$ cat src/rtl/micro_sequencer.sv
// rtl/micro_sequencer.sv - microcode next-address sequencer with dispatch tables,
// illegal-opcode trap and retired-instruction counter.
module micro_sequencer #(
  parameter int CNT_W = 16
) (
  input  logic             clk,
  input  logic             reset,
  input  logic [6:0]       op,
  input  logic [1:0]       addr_ctl,
  input  logic             stall,
  output logic [3:0]       upc,
  output logic             instr_start,
  output logic             illegal,
  output logic             illegal_sticky,
  output logic [CNT_W-1:0] retired
);

  typedef enum logic [3:0] {
    FETCH     = 4'd0,
    DECODE    = 4'd1,
    MEMADR    = 4'd2,
    MEMREAD   = 4'd3,
    MEMWB     = 4'd4,
    MEMWRITE  = 4'd5,
    EXECUTER  = 4'd6,
    ALUWB     = 4'd7,
    EXECUTEI  = 4'd8,
    JAL       = 4'd9,
    BEQ       = 4'd10
  } state_t;

  localparam logic [1:0] AC_SEQ   = 2'b00;
  localparam logic [1:0] AC_DISP1 = 2'b01;
  localparam logic [1:0] AC_DISP2 = 2'b10;
  localparam logic [1:0] AC_FETCH = 2'b11;

  localparam logic [CNT_W-1:0] CNT_ONE = {{(CNT_W-1){1'b0}}, 1'b1};

  state_t state;
  state_t d1_target;
  state_t d2_target;
  logic   d1_hit;
  logic   d2_hit;
  logic   unused_code;

  always_comb begin
    d1_hit    = 1'b1;
    d1_target = FETCH;
    case (op)
      7'b0110011: d1_target = EXECUTER;
      7'b0010011: d1_target = EXECUTEI;
      7'b1101111: d1_target = JAL;
      7'b1100011: d1_target = BEQ;
      7'b0000011: d1_target = MEMADR;
      7'b0100011: d1_target = MEMADR;
      default:    d1_hit    = 1'b0;
    endcase
  end

  always_comb begin
    d2_hit    = 1'b1;
    d2_target = FETCH;
    case (op)
      7'b0000011: d2_target = MEMREAD;
      7'b0100011: d2_target = MEMWRITE;
      default:    d2_hit    = 1'b0;
    endcase
  end

  // Codes 11-15 have no microword; they always fall back to Fetch.
  assign unused_code = (state > BEQ);

  always_ff @(posedge clk or posedge reset) begin
    if (reset) begin
      state          <= FETCH;
      illegal        <= 1'b0;
      illegal_sticky <= 1'b0;
      retired        <= '0;
    end else if (stall) begin
      illegal <= 1'b0;
    end else begin
      illegal <= 1'b0;
      if (unused_code) begin
        state <= FETCH;
      end else begin
        case (addr_ctl)
          AC_SEQ: state <= state_t'(state + 4'd1);
          AC_DISP1: begin
            state <= d1_target;
            if (!d1_hit) begin
              illegal        <= 1'b1;
              illegal_sticky <= 1'b1;
            end
          end
          AC_DISP2: begin
            state <= d2_target;
            if (!d2_hit) begin
              illegal        <= 1'b1;
              illegal_sticky <= 1'b1;
            end
          end
          AC_FETCH: begin
            state   <= FETCH;
            retired <= retired + CNT_ONE;
          end
          default: state <= FETCH;
        endcase
      end
    end
  end

  assign upc         = state;
  assign instr_start = (state == FETCH) && !stall;

endmodule
$ cat config.mk
export PLATFORM = sky130hd
export DESIGN_NAME = micro_sequencer
export DESIGN_NICKNAME = d
export VERILOG_FILES = /design/src/rtl/micro_sequencer.sv
export SDC_FILE = /design/constraint.sdc
export NUM_CORES = 1
export LEC_CHECK = 0
export CORE_MARGIN = 4
export CORE_UTILIZATION = 44
export DETAILED_ROUTE_END_ITERATION = 12
export GPL_TIMING_DRIVEN = 0
export PLACE_DENSITY_LB_ADDON = 0.08
export SYNTH_ARGS = -nofsm -noshare
export SYNTH_HDL_FRONTEND = slang
export SYNTH_SLANG_ARGS = --single-unit
$ cat constraint.sdc
create_clock -name clk -period 1.73 [get_ports clk]
set_clock_uncertainty 0.1 [all_clocks]
set_input_delay 0.346 -clock clk [delete_from_list [all_inputs] [get_ports clk]]
set_output_delay 0.346 -clock clk [all_outputs]
set_load 0.1 [all_outputs]
==> results of run 1 <==
[Yosys cell counts, drive strengths merged]
cell | n | area, um2
a21o | 3 | 22.5
and3b | 1 | 8.76
nor3 | 7 | 35.0
nor4b | 1 | 8.76
o21ai | 6 | 30.0
nand3 | 7 | 40.0
dfrtp | 22 | 551
nor4 | 7 | 68.8
nand2b | 4 | 25.0
nand2 | 9 | 33.8
inv | 9 | 33.8
o211a | 1 | 10.0
a22oi | 1 | 7.51
a21oi | 5 | 36.3
o31ai | 1 | 7.51
o41ai | 1 | 16.3
nor3b | 4 | 30.0
o21ba | 1 | 10.0
a22o | 1 | 8.76
buf | 2 | 10.0
xor2 | 11 | 96.3
and3 | 2 | 12.5
nor2 | 4 | 17.5
or2 | 1 | 6.26
xnor2 | 4 | 35.0
ha | 8 | 100
a211o | 1 | 8.76
clkbuf | 2 | 7.51
a2111oi | 1 | 8.76
mux2 | 1 | 11.3
a211oi | 2 | 15.0
nand4 | 3 | 18.8
and4 | 2 | 17.5
nor2b | 2 | 12.5
[metrics by stage]
stage | hold slack (ps) | cell area (um2) | worst slack [ps]
floorplan | 234 | 1420 | -595
finish | 235 | 2080 | -201
CTS | 239 | 1910 | -197
global placement | 355 | 1790 | -734
detailed placement | 365 | 1790 | -755
global route | 258 | 2080 | -248
[cell type report]
class / instances / area (um2) / share of cell area [%]
Clock inverter: 1 / 30.0 / 1.44
Clock buffer: 3 / 22.5 / 1.08
Inverter: 9 / 36.3 / 1.74
Sequential cell: 22 / 577 / 27.7
Timing Repair Buffer: 47 / 378 / 18.1
Tap cell: 31 / 38.8 / 1.86
Multi-Input combinational cell: 103 / 981 / 47.1
Buffer: 3 / 20.0 / 0.961
[critical path: cells and delay by family (launching register included)]
family	cells	cell delay, ps
flip-flops	1	520
AND/OR/NAND/NOR	1	190
adder cells (fa/ha/maj)	1	120
buffers and inverters	2	330
[report_power, final]
group,leakage (nW),internal (mW),switching (mW)
registers,0.259,0.612,0.107
clock network,0.0279,0.235,0.170
logic,0.711,0.281,0.877
[flip-flops by register name (all words and copies together) (netlist names)]
| signal | flops |
|---|---|
| illegal_sticky | 1 |
| illegal | 1 |
| retired | 16 |
| upc | 4 |
[kinds of logic after synthesis]
family                   count (synthesis)  synth area share, %
adder cells (fa/ha/maj)                  8                 7.35
AND/OR/NAND/NOR                         54                 24.6
multiplexers                             1                0.827
AO/OA/AOI/OAI                           24                 13.3
buffers and inverters                   13                 3.77
XOR/XNOR                                15                 9.65
flip-flops                              22                 40.4
[worst min-delay path by stage]
stage,slack (ps),to
after floorplan,230,illegal$_DFF_PP0_
after global placement,350,retired[15]$_DFFE_PP0P_
after detailed placement,360,retired[15]$_DFFE_PP0P_
after CTS,240,upc[1]$_DFFE_PP0N_
after global routing,260,upc[1]$_DFFE_PP0N_
final,240,upc[1]$_DFFE_PP0N_
[routing by layer]
metal / vias up / GRT usage, % / wire length, um
met5: - / 0 / 0
met1: 624 / 24.5 / 1700
li1: 597 / - / -
met3: 16 / 4.26 / 155
met4: 0 / 5.12 / 110
met2: 47 / 30.5 / 2010
[repair_timing]
item / 4_1_cts / 5_1_grt
gates resized for setup: 120 / 43
buffers inserted: 9 / 4
cloned: 2 / 0
pin swaps: 6 / 18
setup endpoints to repair: 40 / 24
==> impl_results.md, run 1 <==
- Peak supply drop: 1.13 mV
- CTS tree: built
- GRT Residual Overflow: 0
- Static leakage: 0.998 nW
- Pwr Total: 2.28 mW
- Die area: 4050 um2
- RSZ-0062 raised after global routing: true
- CTS Buffer Depth: 2
- Worst Hold Depth: 3
- First-pass GRT wire length: 5960 um
- # diodes: 0
- MaxCap Viol Count: 0
- CTS buffer count: 3
- Slew Limit Fails: 0
- CP peak stage delay: 520 ps
- Synth warn: 0
- Failing checks: setup timing
- DP HPWL: 2390 um
- Final Hold Fails: 0
- Fin cells: 219
- Crit path to: instr_start
- Crit end category: output pin
- Filler cells: 215
- Hold Crit Class: input pin to register
- Sequential fraction of the synthesis area: 40.4%
- Crit path max fanout: 2
- Commonest cells after routing, fill and taps aside: 20 x buf_2, 15 x dfrtp_2, 11 x xor2_1
- R2R setup slack: -160 ps
- DRC viols: 0
- Die height: 63.6 um
- Placed cell count: 201
- Die X: 63.6 um
- Critical R2R Launch: upc[0]$_DFFE_PP0N_
- Reg-to-reg endpoint: upc[0]$_DFFE_PP0N_
- Crit path DAT: 1490 ps
- First-pass detailed-route iteration total: 4
- DRT antenna net count: 0
- Hold_sp: stall
- Row cnt: 19
- CP required: 1280 ps
- Critical path type: register to output pin
- Crit-path cells: inv_4, ha_4, nor4b_4, buf_6
- Final wirelength: 3980 um
- Area Overhead vs Synth: 53.0%
- Final core utilization: 73.0%
- Largest net degree at the start of global routing: 23
- Initial Util: 47.7%
- Crit. Startpoint: upc[0]$_DFFE_PP0N_
- Layout cell share with drive strength beyond 1: 49.5%
- Reg2reg path depth: 8
- Crit share post-route: 112%
- Critical path startpoint category: register
- Worst-path clk slew: 130 ps
- Seq cells post-synth: 22
- Vias per inst: 5.86
- GPL Wtd Cong: 0.847
- Drt initial violations: 49
- Max frequency: 518 MHz
- Hold Buf Count CTS: 0
- Vias: 1,284
- Period minus WS final: 1930 ps
- Synth Instances: 137
- Later-pin clock latency in the skew report: 320 ps
- Syn avg cell area: 9.94 um2
- GRT Util Overall: 18.6%
- Syn Nets: 157
- Setup TNS: -1810 ps
- CP max-delay cell: dfrtp_4
- Cell area after synthesis: 1360 um2
- Setup violators final: 19
- Antenna violations before repair: 0
- Vias in the first global route: 1,196
- Rel. slew slack: 44.5%
- IO Port Bufs: 33
- Post-route setup slack: -201 ps
- Area of the core: 2850 um2
- Post-DR wirelength/cell: 18.2 um
- Worst-margin pin slew: 832 ps
- Htree depth: 1
- Commonest non-fill, non-tap cell in the layout: buf_2
- Final nets: 209
- # IOs: 35
- Run status: complete, but fails checks
- Clock sinks: 22
- Root buffer cell: clkbuf_4
- PwrDens: 1100 nW/um2
- Yosys cell types: 39
Note: power is estimated with default switching activity, not from simulation.
==> run 2, diff against run 1 <==
CELL_PAD_IN_SITES_DETAIL_PLACEMENT = 1   (was unset)
CELL_PAD_IN_SITES_GLOBAL_PLACEMENT = 1   (was unset)
CORE_UTILIZATION = 33   (was 44)
==> impl_results.md, run 2 (synthesis gave the netlist of run 1 again) <==
- Vias per inst: 5.17 (-12%)
- Period minus WS final: 1850 ps (-83.8 ps)
- Drt initial violations: 58 (+18%)
- Crit-path cells: inv_4, ha_4, nor4b_4, buf_6
- Die height: 72.2 um (+14%)
- Run status: complete, but fails checks
- Max frequency: 541 MHz (+4.5%)
- Vias in the first global route: 1,363 (+14%)
- Worst-margin pin slew: 834 ps (+2.18 ps)
- Final core utilization: 54.3% (-19 points)
- Crit path DAT: 1400 ps (-90 ps)
- DRC viols: 0 (unchanged)
- Fin Hold WS: 304 ps (+68.9 ps)
- Crit end category: output pin
- Critical path type: register to output pin
- DRT antenna net count: 0 (unchanged)
- Final Hold Fails: 0 (unchanged)
- IO Port Bufs: 33 (unchanged)
- Vias: 1,220 (-5.0%)
- MaxCap Viol Count: 0 (unchanged)
- GRT Util Overall: 16.6% (-2.0 points)
- Setup violators final: 17 (-2)
- Critical path startpoint category: register
- Final nets: 207 (-0.96%)
- Hold Crit Class: input pin to register
- Worst-path clk slew: 90 ps (-40 ps)
- Antenna violations before repair: 0 (unchanged)
- # diodes: 0 (unchanged)
- CTS tree: built
- Failing checks: setup timing
- Htree depth: 1 (unchanged)
- Biggest register: retired
- Reg2reg path depth: 8 (unchanged)
- CP required: 1280 ps (about the same)
- First-pass GRT wire length: 6760 um (+13%)
- CP peak stage delay: 500 ps (-20 ps)
- CTS buffer count: 3 (unchanged)
- Die area: 5220 um2 (+29%)
- Rel. slew slack: 44.3% (-0.15 points)
- Final wirelength: 3910 um (-1.8%)
- Post-DR wirelength/cell: 16.6 um (-8.8%)
- CTS Buffer Depth: 2 (unchanged)
- R2R setup slack: -110 ps (+50 ps)
- Area Overhead vs Synth: 59.7%
- Crit path max fanout: 2 (unchanged)
- Root buffer cell: clkbuf_8
- Die X: 72.2 um (+14%)
- Number of flip-flops in the largest register: 16 (unchanged)
- Initial Util: 34.0% (-14 points)
- Area of the core: 4000 um2 (+40%)
- Layout cell share with drive strength beyond 1: 48.9% (-0.54 points)
- RSZ-0062 raised after global routing: true
- Commonest non-fill, non-tap cell in the layout: dfrtp_2
- Post-route setup slack: -117 ps (+83.8 ps)
- Reg-to-reg endpoint: retired[11]$_DFFE_PP0P_
- Worst Hold Depth: 3 (unchanged)
- Crit share post-route: 107% (-4.8 points)
- Setup TNS: -933 ps (+874 ps)
- Static leakage: 0.964 nW (-3.4%)
- Commonest cells after routing, fill and taps aside: 15 x dfrtp_2, 11 x xor2_1, 11 x clkdlybuf4s15_2
- Hold_sp: stall
- GPL Wtd Cong: 0.747 (-12%)
- GRT Residual Overflow: 0 (unchanged)
- # IOs: 35 (unchanged)
- Peak supply drop: 1.20 mV (+6.0%)
- Largest net degree at the start of global routing: 23 (unchanged)
- PwrDens: 1100 nW/um2 (+0.11%)
- Critical R2R Launch: upc[1]$_DFFE_PP0N_
- Later-pin clock latency in the skew report: 270 ps (-50 ps)
- Row cnt: 23 (+4)
- DP HPWL: 2670 um (+12%)
- Slew Limit Fails: 0 (unchanged)
- Clock sinks: 22 (unchanged)
- CP max-delay cell: dfrtp_4
- First-pass detailed-route iteration total: 4 (unchanged)
- Worst Hold Path EP: upc[1]$_DFFE_PP0N_
[run 2: changes by cell type in the layout (fill, tap and decap cells not counted), moves of 3 or more]
cell / previous run / this run
buf_2: 20 / 6
clkdlybuf4s15_2: 1 / 11
clkdlybuf4s18_2: 0 / 5
dlygate4sd2_1: 1 / 5
dlymetal6s2s_1: 4 / 0
buf_4: 10 / 7
clkbuf_8: 0 / 3
nor3_1: 2 / 5
[run 2: cell type report]
cell class              count  area [um2]
multi-input cells         102         967
clock buffers               3        41.3
fillers                   433        1830
well taps                  50        62.6
flip-flops and latches     22         577
repair buffers             47         443
clock inverters             1        30.0
inverters                   9        36.3
plain buffers               2        16.3
[run 2: where the power goes]
| group | internal, mW | switching, mW | total (mW) |
|---|---|---|---|
| registers | 0.612 | 0.105 | 0.718 |
| clock network | 0.309 | 0.172 | 0.481 |
| logic | 0.318 | 0.866 | 1.18 |
| total | 1.24 | 1.14 | 2.38 |
[run 2: critical path, delay by kind of cell (launching register included)]
family	cells	cell delay, ps
and+or+nand+nor	1	190
adders and majority gates	1	110
DFF	1	500
buffers and inverters	2	330
[run 2: metrics by stage]
step | setup WS [ps] | total power [mW] | cells | cell area [um2]
floorplan | -595 | 1.52 | 137 | 1420
global placement | -747 | 1.78 | 220 | 1810
detailed placement | -764 | 1.80 | 220 | 1810
CTS | -126 | 2.35 | 236 | 2120
global route | -194 | 2.50 | 236 | 2170
finish | -117 | 2.38 | 236 | 2170
[run 2: worst max path at each step]
stage | depth (start not counted) | to | slack [ps] | from
after floorplan | 3 | instr_start | -600 | upc[1]$_DFFE_PP0N_
after global placement | 4 | instr_start | -750 | upc[0]$_DFFE_PP0N_
after detailed placement | 4 | instr_start | -760 | upc[0]$_DFFE_PP0N_
after CTS | 4 | instr_start | -130 | upc[0]$_DFFE_PP0N_
after global routing | 4 | instr_start | -190 | upc[1]$_DFFE_PP0N_
final | 4 | instr_start | -120 | upc[0]$_DFFE_PP0N_
[run 2: routing by layer]
layer / GRT usage (%) / part of all wire, %
met1: 21.0 / 44
met2: 28.6 / 52
met3: 3.88 / 3.5
met4: 3.55 / 1.1
met5: 0 / 0
[run 2: repair_timing]
| item | 4_1_cts | 5_1_grt |
|---|---|---|
| cloned | 1 | 0 |
| buffers inserted | 12 | 1 |
| resized for setup | 114 | 23 |
| setup endpoints to repair | 42 | 30 |
| pin swaps | 17 | 6 |
| hold buffers | 0 | 0 |
